===== src/rtl/vram_write_buffer.sv =====
// rtl/vram_write_buffer.sv - CPU-to-VRAM write FIFO drained only during vertical blank
//
// Purpose:
//   Buffers CPU-side VRAM writes in a small circular FIFO and replays them
//   onto the gpu_m VRAM write port only while the GPU is in vertical blank,
//   so CPU writes never collide with active scan-out.
//
// Parameters:
//   ADDR_WIDTH  VRAM address width (must match the GPU's VRAM address width)
//   DEPTH_LOG2  log2 of the FIFO depth
//
// Ports:
//   clk_12_5875        GPU pixel clock, all state on its rising edge
//   rst                asynchronous active-high reset
//   cpu_address/data   CPU write address and data
//   cpu_write          one-cycle write strobe, one write per high cycle
//   in_vblank          GPU vertical-blank status
//   overflow_clr       clears the sticky overflow flag
//   vram_address/data  registered write address/data to gpu_m
//   vram_write_enable  registered one-cycle write strobe to gpu_m
//   full/empty/count   FIFO occupancy status
//   overflow           sticky: a CPU write was dropped
//
// Optional feature (macro VRAM_WBUF_COALESCE_EN):
//   When defined, a write to the same address as the most recently pushed,
//   still-buffered entry overwrites that entry's data in place.

module vram_write_buffer #(
  parameter int ADDR_WIDTH = 12,
  parameter int DEPTH_LOG2 = 4
) (
  input  logic                  clk_12_5875,
  input  logic                  rst,
  input  logic [ADDR_WIDTH-1:0] cpu_address,
  input  logic [7:0]            cpu_data,
  input  logic                  cpu_write,
  input  logic                  in_vblank,
  input  logic                  overflow_clr,
  output logic [ADDR_WIDTH-1:0] vram_address,
  output logic [7:0]            vram_data,
  output logic                  vram_write_enable,
  output logic                  full,
  output logic                  empty,
  output logic [DEPTH_LOG2:0]   count,
  output logic                  overflow
);

  localparam int DEPTH = 1 << DEPTH_LOG2;
  localparam logic [DEPTH_LOG2:0] DEPTH_CNT = (DEPTH_LOG2+1)'(DEPTH);
  localparam logic [DEPTH_LOG2:0] ONE_CNT   = (DEPTH_LOG2+1)'(1);

  typedef enum logic {IDLE, DRAIN} state_t;

  state_t                state, next_state;
  logic [ADDR_WIDTH-1:0] mem_addr [DEPTH];
  logic [7:0]            mem_data [DEPTH];
  logic [DEPTH_LOG2-1:0] wptr, rptr;
  logic                  pop, push, drop, coalesce;

  always_comb begin
    empty = (count == '0);
    full  = (count == DEPTH_CNT);
  end

  // A pop needs the FSM already in DRAIN, so the IDLE->DRAIN edge never pops.
  assign pop = (state == DRAIN) && in_vblank && !empty;

`ifdef VRAM_WBUF_COALESCE_EN
  logic [DEPTH_LOG2-1:0] tail_ptr;
  assign tail_ptr = wptr - DEPTH_LOG2'(1);
  // The tail is being popped only when it is also the head (count == 1).
  assign coalesce = cpu_write && !empty && (mem_addr[tail_ptr] == cpu_address)
                    && !(pop && (count == ONE_CNT));
`else
  assign coalesce = 1'b0;
`endif

  // A same-edge pop frees a slot, so a write into a full FIFO is still accepted.
  assign push = cpu_write && !coalesce && (!full || pop);
  assign drop = cpu_write && !coalesce && full && !pop;

  always_comb begin
    next_state = state;
    case (state)
      IDLE: begin
        if (in_vblank && !empty) next_state = DRAIN;
      end
      DRAIN: begin
        if (!in_vblank || empty)                     next_state = IDLE;
        else if (pop && (count == ONE_CNT) && !push) next_state = IDLE;
      end
      default: next_state = IDLE;
    endcase
  end

  // Storage is not reset; only the pointers and count define valid entries.
  always_ff @(posedge clk_12_5875) begin
    if (push) begin
      mem_addr[wptr] <= cpu_address;
      mem_data[wptr] <= cpu_data;
    end
`ifdef VRAM_WBUF_COALESCE_EN
    if (coalesce) mem_data[tail_ptr] <= cpu_data;
`endif
  end

  always_ff @(posedge clk_12_5875 or posedge rst) begin
    if (rst) begin
      state             <= IDLE;
      wptr              <= '0;
      rptr              <= '0;
      count             <= '0;
      overflow          <= 1'b0;
      vram_write_enable <= 1'b0;
      vram_address      <= '0;
      vram_data         <= '0;
    end else begin
      state <= next_state;
      if (push) wptr <= wptr + DEPTH_LOG2'(1);
      if (pop)  rptr <= rptr + DEPTH_LOG2'(1);
      case ({push, pop})
        2'b10:   count <= count + ONE_CNT;
        2'b01:   count <= count - ONE_CNT;
        default: count <= count;
      endcase
      // A drop on the same edge as overflow_clr leaves the flag set.
      if (drop)              overflow <= 1'b1;
      else if (overflow_clr) overflow <= 1'b0;
      vram_write_enable <= pop;
      if (pop) begin
        vram_address <= mem_addr[rptr];
        vram_data    <= mem_data[rptr];
      end
    end
  end

endmodule


===== config.mk =====
export PLATFORM = sky130hd
export DESIGN_NAME = vram_write_buffer
export DESIGN_NICKNAME = d
export VERILOG_FILES = /design/src/rtl/vram_write_buffer.sv
export SDC_FILE = /design/constraint.sdc
export NUM_CORES = 1
export LEC_CHECK = 0
export CAP_MARGIN = 20
export CORE_ASPECT_RATIO = 1.2
export CORE_MARGIN = 2
export CORE_UTILIZATION = 50
export CTS_BUF_LIST = sky130_fd_sc_hd__clkbuf_16
export DETAILED_ROUTE_END_ITERATION = 12
export PLACE_DENSITY = 0.72
export RECOVER_POWER = 25
export SYNTH_ARGS = -nofsm -noshare
export SYNTH_HDL_FRONTEND = slang
export SYNTH_SLANG_ARGS = --single-unit

===== constraint.sdc =====
create_clock -name clk_12_5875 -period 4.8 [get_ports clk_12_5875]
set_input_delay 0.48 -clock clk_12_5875 [delete_from_list [all_inputs] [get_ports clk_12_5875]]
set_output_delay 0.48 -clock clk_12_5875 [all_outputs]
set_load 0.01 [all_outputs]

## Yosys cells after proc, flatten, opt, wreduce, memory -nomap -nowiden

Memory sizes are Yosys's and may differ from the RTL's. A register that Yosys moved wholly into a read port is not among the register bits.
Cells that the tools add are included.

- Output and inout port bits: 29
- Memories: 2
- Memory bits (read-only): 0
- Bits in writable memories: 320
- Bits in registers: 16
- Bits in latches: 0

Memories:

| name | depth | bits a word | rd ports | clocked after Yosys merged registers in | write ports | RTL line | source |
|---|---|---|---|---|---|---|---|
| mem_addr | 16 | 12 | 1 | 1 | 1 | 55 | `logic [ADDR_WIDTH-1:0] mem_addr [DEPTH];` |
| mem_data | 16 | 8 | 1 | 1 | 1 | 56 | `logic [7:0] mem_data [DEPTH];` |

- Reductions and logical operators: 18
- Add/sub/neg operators: 4
- Bitwise operators: 1
- $mul: 0
- $lt $le $gt $ge: 0
- Divide/modulo/power cells: 0
- Shifts and indexed selects: 0
- Mux-type cells: 9
- Eq/ne operators: 4

Operators with widths:

| kind | number |
|---|---|
| $pmux W5 S2 | 1 |
| $add A4 B1 Y4 const B | 2 |
| $logic_and A1 B1 Y1 | 8 |
| $mux W1 | 7 |
| $add A5 B1 Y5 const B | 1 |
| $eq A5 B1 Y1 const B | 1 |
| $eq A5 B5 Y1 const B | 1 |
| $logic_not A1 Y1 | 5 |
| $logic_not A5 Y1 | 1 |
| $sub A5 B1 Y5 const B | 1 |
| $reduce_bool A2 Y1 | 2 |
| $eq A2 B1 Y1 const B | 1 |
| $eq A2 B2 Y1 const B | 1 |
| $logic_or A1 B1 Y1 | 2 |
| $pmux W1 S2 | 1 |
| $not A1 Y1 | 1 |

## Longest topological paths before layout

- Depth in word-level cells: 10
- Gate-level depth with buffers: 10

## Worst setup path after synthesis

Ideal clock, no wire load.

- Kind: register to register
- Start point: register count[0]
- End point: memory mem_addr[3][0] (enable)
- Setup time: 448 ps
- Required time: 4,352 ps
- Path slack: 1,077 ps
- Arrival: 3,275 ps
- Stages on the path, launching flop included: 8
- Cell sequence: dfrtp_1 -> inv_1 -> ha_1 -> nand4bb_1 -> inv_2 -> a21oi_4 -> inv_2 -> nor4_1

- Elaborated cells on any way between the ends: 9

RTL lines:

| what | RTL line | source |
|---|---|---|
| start, declared | 44 | `output logic [DEPTH_LOG2:0] count,` |
| start signal, assigned | 122 | `2'b10: count <= count + ONE_CNT;` |
| start signal, assigned | 123 | `2'b01: count <= count - ONE_CNT;` |
| start signal, assigned | 124 | `default: count <= count;` |
| $eq A5 B5 Y1 | 62 | `full = (count == DEPTH_CNT);` |
| net full | 42 | `output logic full,` |
| $logic_not A1 Y1 | 79 | `assign push = cpu_write && !coalesce && (!full \|\| pop);` |
| $logic_or A1 B1 Y1 | 79 |  |
| $logic_and A1 B1 Y1 | 79 |  |
| $mux W1 | 98 | `if (push) begin` |
| $mux W1 (not written as such) | 99 | `mem_addr[wptr] <= cpu_address;` |
| end, declared | 55 |  |

The timed path passes the listed nets, and every way through them passes these cells.

## Worst setup path in the final report

- Start point: register count[0]
- End point: memory mem_addr[10][11] (enable)

- Longest elaborated chain between the ends: 7
- Elaborated cells on any way between the ends: 9

Ends and longest elaborated chain:

| what | RTL line | source |
|---|---|---|
| $logic_not A5 Y1 | 61 | `empty = (count == '0);` |
| $logic_not A1 Y1 | 66 | `assign pop = (state == DRAIN) && in_vblank && !empty;` |
| $logic_and A1 B1 Y1 | 66 |  |
| $logic_or A1 B1 Y1 * | 79 |  |
| $logic_and A1 B1 Y1 * | 79 |  |
| $mux W1 * | 98 |  |
| $mux W1 (not written as such) * | 99 |  |

Mark *: on every way between the ends. The rest lies on a longest branch, timed or not.

==> flow_summary_export.csv <==
group,metric,value,unit
status,status,"complete, no violations",
sta,setup_tns,0,ns
grt,antenna_found_initial,1,
sta,skew,0.0137,ns
placed_design,dp_hpwl,16200,um
worst_setup_path,reg2reg_setup_slack,1.76,ns
floorplanning,io_pins,54,
cts,clock-root-buffer,"clkbuf_16",
worst_setup_path,crit_required,4.92,ns
worst_setup_path,cp_slowest_cell,"and2_1",
synth,mappedNetlistNets,676,
power,p_clk_share,30.2,%
worst_setup_path,path_depth,8,
routing,wl_per_cell,26.0,um
power,seqPwrFrac,45.4,%
routing,routed_wirelength,28100,um
hold_path,hold_path_depth,1,
sta,fin_crit_sh,63.3,%
hold_path,hold_start,"vram_data[4]",
placed_design,portBuffers,53,
worst_setup_path,worstReg2RegEnd,"mem_addr[10][11]",
sta,rsz0062_at_grt,"no",
sta,setup_viol,0,
worst_setup_path,worstRegToRegCells,8,
synth,avgSynthCellArea,21.6,um^2
hold_path,hold_path.class,"reg -> reg",
cts,clk_path_buf_depth,3,
synth,synth_top_family_by_area,"multiplexers",
floorplanning,die_area,29100,um^2
grt,grt_max_degree,48,
grt,grt_pass1_wl,42700,um
synth,synthAdderAreaFrac,0.903,%
hold_path,holdPathEnd,"vram_data[4]",
cts,clock_sinks,356,
floorplanning,start_util,51.0,%
sta,fmax,0.329,GHz
synth,synth_ff_type,"edfxtp_1",
cts,cts_tree,"done",
power,p_total,9.32,mW
final_layout,final_util,58.8,%
worst_setup_path,cp-start-kind,"register",
routing,drc,0,
power,internal_power,6.71,mW
sta,final.min_clock_period,3.04,ns
power,switchingPower,2.61,mW
cts,post_cts_resized,0,
routing,vias,6604,
final_layout,drive_gt1_share,23.6,%
synth,syn_area,13900,um^2
worst_setup_path,cpMostUsedCell,"inv_2",
synth,muxShareOfSynthArea,14.7,%
sta,slew_headroom,29.6,%
worst_setup_path,path_cells,"inv_1 -> ha_1 -> nand4bb_1 -> inv_2 -> a21oi_4 -> inv_2 -> nor3b_2 -> and2_1",
synth,netlist_instances,641,
cts,cts_max_level,2,
routing,viasPerCell,6.10,
floorplanning,die_h,186,um
worst_setup_path,crit_family,"simple AND/OR/NAND/NOR gates",
cts,cts_hold_buf,0,
synth,yosys.area_share.xor_xnor,0.695,%
grt,grt_remaining_overflow,0,
floorplanning,die_w,156,um
synth,ys_warn_count,0,
worst_setup_path,cp_max_fo,20,
cts,numCtsBuffers,34,
worst_setup_path,critical_path_class,"reg -> reg",
placed_design,dpl_cell_area,14700,um^2
worst_setup_path,critPathCaptureType,"register",
synth,yosys.area_share.simple,1.70,%
routing,ant_nets,0,
power,swShare,28.0,%
synth,synth_edf_count,320,
floorplanning,rows,66,
final_layout,final_area,16000,um^2
worst_setup_path,critPathMaxStageDelay,0.86,ns
placed_design,gp_congestion,0.804,
worst_setup_path,r2r_start,"count[0]",
synth,ys_seq_elements,356,
worst_setup_path,arrival,3.16,ns
sta,worst_pin_slew,1.06,ns
power,ir_drop,0.397,mV
sta,timing.hold.ws,0.476,ns
grt,first_global_vias,6920,
power,power_density,584,nW/um^2
synth,async_flop_share,10.1,%
job,max_cap_violations,0,
routing,drt_pass1_iterations,5,
cts,cts_setup_buffers,0,
final_layout,fin_nets,751,
synth,yosysSeqAreaShare,75.9,%
synth,yosysUniqueCellTypes,39,
cts,clk_latency,0.51,ns
sta,final_hold_viol_count,0,
synth,synth-compound-area-share,3.45,%
power,comb_power_share,24.4,%
grt,grtUsageTotal,19.9,%
final_layout,area_growth_syn_to_layout,15.3,%
power,power.leakage,5.33,nW
routing,drt-initial-drc-count,533,
cts,path_clk_slew,0.06,ns
sta,slew_violations,0,
worst_setup_path,critPathBufInv,3,
floorplanning,core_area,27200,um^2
power groups by stage:
stage | clock, mW | sequential [mW] | combinational, mW
after floorplan | 0 | 4.03 | 1.84
after global placement | 0 | 4.28 | 2.23
after global routing | 2.98 | 4.29 | 2.43
after CTS | 2.85 | 4.24 | 2.30
after detailed placement | 0 | 4.30 | 2.28
final | 2.81 | 4.23 | 2.28
worst reg2reg max path, delay by kind of cell, from the launching register on:
| kind | cells | cell delay [ns] |
|---|---|---|
| flops | 1 | 0.46 |
| buf+inv | 3 | 0.34 |
| fa+ha+maj | 1 | 0.27 |
| simple gates | 3 | 1.28 |
| compound gates | 1 | 0.29 |
registers in the layout, indices dropped and copies added (netlist names):
register           flops
mem_data             128
vram_write_enable      1
overflow               1
count                  5
mem_addr             192
vram_data              8
state                  1
vram_address          12
rptr                   4
wptr                   4
final cells by class:
type                            instances  area [um^2]
Fill cell                            1892        11200
Sequential cell                       356        10500
Multi-Input combinational cell        235         3030
Clock buffer                           37          926
Timing Repair Buffer                   75          743
Tap cell                              340          425
Clock inverter                         24          268
Inverter                               14         52.6
Antenna cell                            1         2.50
metrics by stage:
stage	instances	setup slack, ns
after floorplan	641	1.08
after global placement	1017	1.80
after detailed placement	1018	1.71
after CTS	1079	1.72
after global routing	1081	1.58
final	1082	1.76
worst max-delay path by stage:
stage,from,end,slack [ns]
3_5_place_dp,in_vblank,mem_data[8][4],1.71
2_1_floorplan,count[0],mem_addr[3][0],1.08
5_1_grt,count[0],mem_addr[10][11],1.58
4_1_cts,count[0],mem_addr[8][11],1.72
3_3_place_gp,in_vblank,mem_addr[10][2],1.80
6_report,count[0],mem_addr[10][11],1.76
cells in the mapped netlist, types with 7 or more instances:
| master | instances | area [um^2] |
|---|---|---|
| a211oi_1 | 19 | 143 |
| dfrtp_1 | 36 | 901 |
| xnor2_1 | 7 | 61.3 |
| nor2_1 | 8 | 30.0 |
| inv_1 | 12 | 45.0 |
| nand2_1 | 10 | 37.5 |
| a21o_1 | 20 | 150 |
| o22ai_1 | 19 | 119 |
| mux4_2 | 78 | 1760 |
| mux2i_1 | 22 | 220 |
| edfxtp_1 | 320 | 9610 |
| ha_1 | 10 | 125 |
| buf_2 | 14 | 70.1 |
| buf_6 | 9 | 101 |
layout by cell type, fill, tap and decap left out, drive strengths merged, types with 2 or more instances in the layout:
cell             n
mux2i           22
edfxtp         320
and2             6
dfrtp           36
clkinv          12
a21oi            3
clkbuf          37
nor2             8
mux4            80
a211oi          19
dlygate4sd3     12
nand4b           2
ha              10
a21o            20
nor4             4
nor3             5
buf             22
o22ai           19
nand2           10
clkdlybuf4s50   41
xnor2            7
nand3            4
bufinv           6
xor2             4
inv             18
o21ai            3
clkinvlp         2
cells by family (layout without fill, tap and decap cells):
kind of cell	count (synthesis)	in the layout
adders and majority gates	10	10
buffers and inverters	50	150
xor gates and xnor gates	11	11
and+or+nand+nor	44	44
DFF	356	356
AOI/OAI and AO/OA	67	67
other	0	1
muxes	103	103
layer usage:
layer / track usage, % / part of all wire [%] / vias up
met5: 0 / 0 / -
met4: 6.28 / 3.0 / 0
met3: 3.88 / 6.4 / 54
met2: 32.9 / 50 / 246
met1: 26.9 / 40 / 3500
li1: - / - / 2804
Power figures use the tool's default switching activity.
